**config.mk**
```make
export PLATFORM = sky130hd
export DESIGN_NAME = exec_ctrl
export DESIGN_NICKNAME = d
export VERILOG_FILES = /design/src/rtl/exec_ctrl.sv
export SDC_FILE = /design/constraint.sdc
export NUM_CORES = 1
export LEC_CHECK = 0
export ABC_CLOCK_PERIOD_IN_PS = 2000
export CAP_MARGIN = 20
export CORE_MARGIN = 5
export CORE_UTILIZATION = 46
export DETAILED_ROUTE_END_ITERATION = 12
export GPL_TIMING_DRIVEN = 0
export HOLD_SLACK_MARGIN = 0.12
export PLACE_DENSITY = 0.77
export SYNTH_ARGS = -nofsm -noshare
export SYNTH_HDL_FRONTEND = slang
export SYNTH_SLANG_ARGS = --single-unit
```
**constraint.sdc**
```tcl
create_clock -name clk -period 2 [get_ports clk]
set_input_delay 0.4 -clock clk [delete_from_list [all_inputs] [get_ports clk]]
set_output_delay 0.4 -clock clk [all_outputs]
set_load 0.02 [all_outputs]
```
**src/rtl/exec_ctrl.sv**
```systemverilog
// Run/halt/single-step controller for the two-phase 4-bit core: gates the core
// clock-enable, holds a PC breakpoint and counts retired instructions.
module exec_ctrl #(
    parameter int ADDR_W = 12,
    parameter int STEP_W = 8,
    parameter int ICNT_W = 16
) (
    input  logic              clk,
    input  logic              reset,
    input  logic              run_cmd,
    input  logic              halt_cmd,
    input  logic              step_cmd,
    input  logic [STEP_W-1:0] step_n,
    input  logic              bp_en,
    input  logic [ADDR_W-1:0] bp_addr,
    input  logic [ADDR_W-1:0] pc,
    input  logic              phase,
    output logic              cpu_en,
    output logic              halted,
    output logic              bp_hit,
    output logic [1:0]        state,
    output logic [ICNT_W-1:0] icount
);

    typedef enum logic [1:0] {
        S_HALT  = 2'b00,
        S_RUN   = 2'b01,
        S_STEP  = 2'b10,
        S_DRAIN = 2'b11
    } state_t;

    state_t              state_q, state_nxt;
    logic [STEP_W-1:0]   step_cnt, step_cnt_nxt;
    logic                skip_bp, skip_bp_nxt;
    logic                bp_hit_q, bp_hit_nxt;
    logic                bp_fire;
    logic                retire;

    function automatic logic [STEP_W-1:0] step_load(input logic [STEP_W-1:0] n);
        return (n == '0) ? STEP_W'(1) : n;
    endfunction

    always_comb begin
        bp_fire      = 1'b0;
        cpu_en       = 1'b0;
        retire       = 1'b0;
        state_nxt    = state_q;
        step_cnt_nxt = step_cnt;
        bp_hit_nxt   = bp_hit_q;

        // The breakpoint suppresses the fetch in the very cycle it matches.
        if ((state_q == S_RUN) || (state_q == S_STEP))
            bp_fire = bp_en && !phase && (pc == bp_addr) && !skip_bp;
        cpu_en      = (state_q != S_HALT) && !bp_fire;
        retire      = cpu_en && phase;
        skip_bp_nxt = skip_bp && !retire;

        case (state_q)
            S_HALT: begin
                if (halt_cmd) begin
                    state_nxt = S_HALT;
                end else if (step_cmd) begin
                    state_nxt    = S_STEP;
                    step_cnt_nxt = step_load(step_n);
                    bp_hit_nxt   = 1'b0;
                    skip_bp_nxt  = 1'b1;
                end else if (run_cmd) begin
                    state_nxt   = S_RUN;
                    bp_hit_nxt  = 1'b0;
                    skip_bp_nxt = 1'b1;
                end
            end
            S_RUN: begin
                if (bp_fire) begin
                    state_nxt  = S_HALT;
                    bp_hit_nxt = 1'b1;
                end else if (halt_cmd) begin
                    state_nxt = S_DRAIN;
                end
            end
            S_STEP: begin
                if (bp_fire) begin
                    state_nxt  = S_HALT;
                    bp_hit_nxt = 1'b1;
                end else if (halt_cmd) begin
                    state_nxt = S_DRAIN;
                end else if (retire) begin
                    if (step_cnt == STEP_W'(1))
                        state_nxt = S_HALT;
                    step_cnt_nxt = step_cnt - STEP_W'(1);
                end
            end
            S_DRAIN: begin
                if (retire)
                    state_nxt = S_HALT;
            end
            default: state_nxt = S_HALT;
        endcase
    end

    always_ff @(posedge clk) begin
        if (!reset) begin
            state_q  <= S_HALT;
            halted   <= 1'b1;
            bp_hit_q <= 1'b0;
            skip_bp  <= 1'b0;
            step_cnt <= '0;
            icount   <= '0;
        end else begin
            state_q  <= state_nxt;
            halted   <= (state_nxt == S_HALT);
            bp_hit_q <= bp_hit_nxt;
            skip_bp  <= skip_bp_nxt;
            step_cnt <= step_cnt_nxt;
            if (retire)
                icount <= icount + ICNT_W'(1);
        end
    end

    assign state  = state_q;
    assign bp_hit = bp_hit_q;

endmodule
```
# Word-level counts from Yosys, hierarchy flattened

Index checks and enable logic that the tools add are counted.

Output and inout port bits: 21
Word-level logic and storage cells: 68
Register bits: 29

Mux-type cells: 28
Reduce and logical (&&, ||, !) cells: 20
Equal/unequal tests: 12
$add $sub $neg: 2

Operator list:

| cell                                                                | number |
|---|---|
| 8-bit two-way mux                                                   | 6 |
| 2-bit two-way mux                                                   | 10 |
| 16-bit by 1-bit adder with 16-bit output (second input constant)    | 1 |
| 8-bit one-hot mux with 2 select lines                               | 1 |
| 12-bit == test                                                      | 1 |
| 2-bit != test (second input constant)                               | 5 |
| 1-bit two-way mux                                                   | 9 |
| 8-bit by 1-bit == test with 1-bit output (second input constant)    | 1 |
| 8-bit logical NOT                                                   | 1 |
| 2-bit one-hot mux with 4 select lines                               | 1 |
| 8-bit by 1-bit subtractor with 8-bit output (second input constant) | 1 |
| 1-bit logical AND                                                   | 6 |
| 6-bit AND reduction                                                 | 1 |
| 2-bit nonzero test                                                  | 3 |
| 2-bit == test (second input constant)                               | 2 |
| 1-bit logical NOT                                                   | 4 |
| 2-bit logical NOT                                                   | 2 |
| 4-bit AND reduction                                                 | 1 |
| 3-bit != test (second input constant)                               | 1 |
| 2-bit by 1-bit == test with 1-bit output (second input constant)    | 1 |
| 2-bit by 1-bit != test with 1-bit output (second input constant)    | 1 |
| 1-bit one-hot mux with 2 select lines                               | 1 |
| 2-bit OR reduction                                                  | 1 |
| 1-bit logical OR                                                    | 1 |

# Depth between registers and ports, before layout

Depth after elaboration: 14
Mapped depth: 8
Gate-level depth less buffers: 7

# Worst setup path before layout

Ideal clock, no wire load.

Path kind: register to register
From: register state_q[0], in the netlist state[0]
To: register icount[15]
Slack: 0.085 ns
Arrival: 1.801 ns
Data required time: 1.885 ns
Setup time: 0.115 ns
Cell stages (with the launch flop): 8
Period minus slack after synthesis: 1.915 ns
Cell sequence: dfxtp_1 inv_1 ha_1 and4b_1 nor3b_4 nand4_1 xnor2_1 and2_1

Cells in the longest elaborated chain, start to end: 6
Elaborated cells on any way between the ends: 8
Classes of those cells: eq/ne (2); mux (1); reduce/logical (5)

RTL lines:

| what                                                                      | RTL line | source |
|---|---|---|
| from (decl)                                                               | 32       | `state_t state_q, state_nxt;` |
| from (signal assigned)                                                    | 110      | `state_q <= state_nxt;` |
| 2-bit by 1-bit == test with 1-bit output or 2-bit == test (tied branches) | 52       | `if ((state_q == S_RUN) \|\| (state_q == S_STEP))` |
| 1-bit logical OR                                                          | 52       |  |
| 1-bit two-way mux                                                         | 52       |  |
| 1-bit logical NOT                                                         | 54       | `cpu_en = (state_q != S_HALT) && !bp_fire;` |
| 1-bit logical AND (*)                                                     | 54       |  |
| 1-bit logical AND (*)                                                     | 55       | `retire = cpu_en && phase;` |
| to (signal assigned)                                                      | 116      | `icount <= icount + ICNT_W'(1);` |
| to (decl)                                                                 | 22       | `output logic [ICNT_W-1:0] icount` |

Mark *: on every way between the ends. The rest lies on a longest branch, timed or not.
A chain may end at the register's enable or synchronous reset.

# Final worst setup path

From: input pc[9]
To: output cpu_en

Cells in the longest elaborated chain, start to end: 6

RTL lines:

| what                            | RTL line | source |
|---|---|---|
| from (decl)                     | 16       | `input logic [ADDR_W-1:0] pc,` |
| 12-bit == test                  | 53       | `bp_fire = bp_en && !phase && (pc == bp_addr) && !skip_bp;` |
| 1-bit logical AND (2 in series) | 53       |  |
| 1-bit two-way mux               | 52       |  |
| 1-bit logical NOT               | 54       |  |
| 1-bit logical AND               | 54       |  |
| to (decl)                       | 18       | `output logic cpu_en,` |

No other way between the ends.

==> out/summary.md <==
- run status: finished with violations
- violated checks: negative setup slack
- Crit Path Class: in -> out
- required time of the worst setup path: 1.60 ns
- wire length of the first global-routing pass: 7820 µm
- fraction of synthesis flops using an asynchronous set or reset pin: 0%
- pin count of the biggest net entering global routing: 11
- final standard cell area without fillers: 2750 µm²
- clock sinks: 29
- critical path capture point type: output port
- count of endpoints failing hold in the final timing report: 0
- combinational group share of total power: 24.4%
- nets in the synthesized netlist: 257
- reported leakage power: 1.13 nW
- Antenna Violating Nets Remaining: 0
- Period minus WS final: 2.00 ns
- setup ws final: -0.00218 ns
- share of the core filled with cells: 74.1%
- switching power: 0.419 mW
- number of standard cells in the final layout excluding fillers: 347
- average wire length per cell after detail routing: 13.9 µm
- transition time of the tightest slew-check pin: 0.794 ns
- share of final-layout standard cells stronger than drive strength 1: 17.7%
- GP Congestion: 0.840
- share of synthesized area occupied by flip-flops and latches: 32.3%
- clock slew at reported path FFs: 0.07 ns
- post-synth top area cell: sky130_fd_sc_hd__dfxtp_1
- Clock Skew: 0.00289 ns
- Die H: 72.5 µm
- total of hold buffers inserted after clock tree synthesis: 0
- worst slew margin relative to its limit: 46.6%
- insertion delay to the later sink of the worst-skew pair: 0.28 ns
- number of warnings printed during yosys synthesis: 0
- first-pass detailed-route iteration total: 5
- Detail Placement HPWL: 3300 µm
- number of flops mapped to enable cells by yosys: 0
- Detailed Route Iter0 Violations: 85
- maximum frequency from static timing analysis: 499 MHz
- total DRC errors in the routed layout: 0
- die span in x: 72.5 µm
- Unique masters post-synth: 50
- overall routing resource usage: 18.6%
- CTS tree: done
- drt via density: 5.38
- proportion of netlist area held by the largest area contributor: 32.3%
- most used flip-flop cell after synthesis: sky130_fd_sc_hd__dfxtp_1
- Area growth, synth to finish: 53.2%
- antenna violations before repair: 0
- kind of start point of the critical path: primary input
- path category of the worst min-delay check: reg -> reg
- count of state elements after synthesis: 29
- number of global-route vias before repair: 1814
- core box area: 3720 µm²
- period utilization: 100%
- maximum net fanout on the critical path: 2
- H-tree depth: 2
- number of I/O pins: 60
- initial core utilization: 48.4%
- PortBufs: 59
- worst ir drop on vdd: 0.322 mV
- portion of total power attributed to the clock network: 33.3%
- CTS root buf: sky130_fd_sc_hd__clkbuf_8
- diode count: 0
- overall via count from detail_route: 1868
- Setup TNS Final: -0.00218 ns
- Post-DP Area: 2450 µm²
- post-synthesis cell area: 1800 µm²
- die area: 5260 µm²
- max cap viols: 0
- final-stage net count: 344
- count of mapped cells out of synthesis: 211
- Routed Wire Length: 4840 µm
- CP Data Arrival Time: 1.60 ns
- cts bufs inserted: 5
- final slew viol count: 0
- cell area power density: 524 nW/µm²
- Avg Cell Area, Syn: 8.52 µm²
- CTS max path bufs: 2
- standard-cell rows: 22
- count of endpoints failing setup in the final report: 1
- sum of overflow across all layers after global routing: 0
- Synth area leaders: sky130_fd_sc_hd__dfxtp_1, sky130_fd_sc_hd__xnor2_1, sky130_fd_sc_hd__ha_1, sky130_fd_sc_hd__and2_1, sky130_fd_sc_hd__nor2b_1
- Internal Power: 1.02 mW
- Seq pwr share: 42.3%
- post-placement cell count: 318
- switching power as a share of total power: 29.1%
-- timing repair --
action,in CTS,in global routing
setup endpoints to repair,2,2
pin swaps,18,10
resized for setup,35,18
gates cloned,0,0
buffers inserted,17,4
-- final timing paths --
check	start	end	slack [ns]	cells after the start
max	pc[9]	cpu_en	-0.002	6
min reg2reg	bp_hit	bp_hit	0.47	2
min	bp_hit	bp_hit	0.47	2
max reg2reg	state[1]	step_cnt[6]	0.20	8
-- cell families after synthesis --
| logic type | after synthesis | synth area share (%) |
|---|---|---|
| AND/OR/NAND/NOR | 98 | 32.2 |
| AO/OA/AOI/OAI | 35 | 13.0 |
| flip-flops | 29 | 32.3 |
| XOR/XNOR | 26 | 12.7 |
| buffers and inverters | 12 | 2.65 |
| adder cells (fa/ha/maj) | 7 | 4.87 |
| multiplexers | 4 | 2.30 |
-- metrics by stage --
| stage | power [mW] | setup WS, ns | hold WS [ns] |
|---|---|---|---|
| 2_1_floorplan | 0.782 | 0.0846 | 0.435 |
| 6_report | 1.44 | -0.00218 | 0.474 |
| 3_3_place_gp | 0.914 | -0.717 | 0.449 |
| 5_1_grt | 1.50 | -0.0959 | 0.489 |
| 3_5_place_dp | 0.918 | -0.717 | 0.457 |
| 4_1_cts | 1.42 | 0.000343 | 0.467 |
-- worst max-delay path: stages --
cell,delay (ns)
sky130_fd_sc_hd__dlygate4sd2_1,0.24
sky130_fd_sc_hd__xnor2_1,0.24
sky130_fd_sc_hd__nand3_2,0.14
sky130_fd_sc_hd__nor4_4,0.35
sky130_fd_sc_hd__nor2_2,0.09
sky130_fd_sc_hd__buf_6,0.14
-- layer usage --
layer,wire (µm),up-vias,track usage (%)
met4,131,0,7.79
met1,1960,850,21.3
met2,2330,88,32.1
met3,416,12,5.40
li1,-,918,-
met5,0,-,0
-- synthesized netlist by cell type, types with 2 or more instances --
library cell	count
sky130_fd_sc_hd__o21ai_0	2
sky130_fd_sc_hd__inv_1	6
sky130_fd_sc_hd__o21a_1	2
sky130_fd_sc_hd__xor2_1	6
sky130_fd_sc_hd__mux2i_1	3
sky130_fd_sc_hd__a31oi_1	2
sky130_fd_sc_hd__dfxtp_1	29
sky130_fd_sc_hd__nand3b_1	3
sky130_fd_sc_hd__nand4_1	7
sky130_fd_sc_hd__nor2b_1	13
sky130_fd_sc_hd__o21ai_1	5
sky130_fd_sc_hd__nor2_1	12
sky130_fd_sc_hd__buf_2	2
sky130_fd_sc_hd__and3_1	2
sky130_fd_sc_hd__nor3_1	4
sky130_fd_sc_hd__clkbuf_1	4
sky130_fd_sc_hd__nand2b_1	2
sky130_fd_sc_hd__ha_1	7
sky130_fd_sc_hd__and2_1	13
sky130_fd_sc_hd__nand3_1	9
sky130_fd_sc_hd__nor4_1	4
sky130_fd_sc_hd__o31ai_1	2
sky130_fd_sc_hd__xnor2_1	20
sky130_fd_sc_hd__o22ai_1	2
sky130_fd_sc_hd__a21oi_1	7
sky130_fd_sc_hd__nand2_1	18
sky130_fd_sc_hd__a21boi_0	2
-- layout make-up --
| cell class | instances | area [µm²] |
|---|---|---|
| flip-flops and latches | 29 | 588 |
| plain buffers | 6 | 25.0 |
| fillers | 294 | 963 |
| clock inverters | 3 | 17.5 |
| well taps | 48 | 60.1 |
| clock buffers | 5 | 68.8 |
| multi-input cells | 170 | 1230 |
| inverters | 6 | 22.5 |
| repair buffers | 80 | 736 |
-- placed cells by master, fill, tap and decap left out, types with 7 or more instances in the layout --
cell type / synthesis / layout
sky130_fd_sc_hd__nand2_1: 18 / 18
sky130_fd_sc_hd__nand4_1: 7 / 7
sky130_fd_sc_hd__dfxtp_1: 29 / 27
sky130_fd_sc_hd__and2_1: 13 / 13
sky130_fd_sc_hd__a21oi_1: 7 / 7
sky130_fd_sc_hd__dlygate4sd2_1: 0 / 15
sky130_fd_sc_hd__nand3_1: 9 / 7
sky130_fd_sc_hd__nor2_1: 12 / 12
sky130_fd_sc_hd__buf_4: 0 / 21
sky130_fd_sc_hd__clkdlybuf4s50_1: 0 / 32
sky130_fd_sc_hd__xnor2_1: 20 / 15
sky130_fd_sc_hd__nor2b_1: 13 / 13
-- power groups by stage --
stage | clock network [mW] | logic, mW | registers [mW]
floorplan | 0 | 0.153 | 0.629
global placement | 0 | 0.287 | 0.627
detailed placement | 0 | 0.291 | 0.627
CTS | 0.486 | 0.326 | 0.609
global route | 0.511 | 0.383 | 0.611
finish | 0.481 | 0.352 | 0.610
-- state kept, by name, summed over array words and instances (netlist names) --
register and cells:
icount 16, bp_hit 1, skip_bp 1, step_cnt 8
state 2, halted 1
Note: power is estimated with default switching activity, not from simulation.
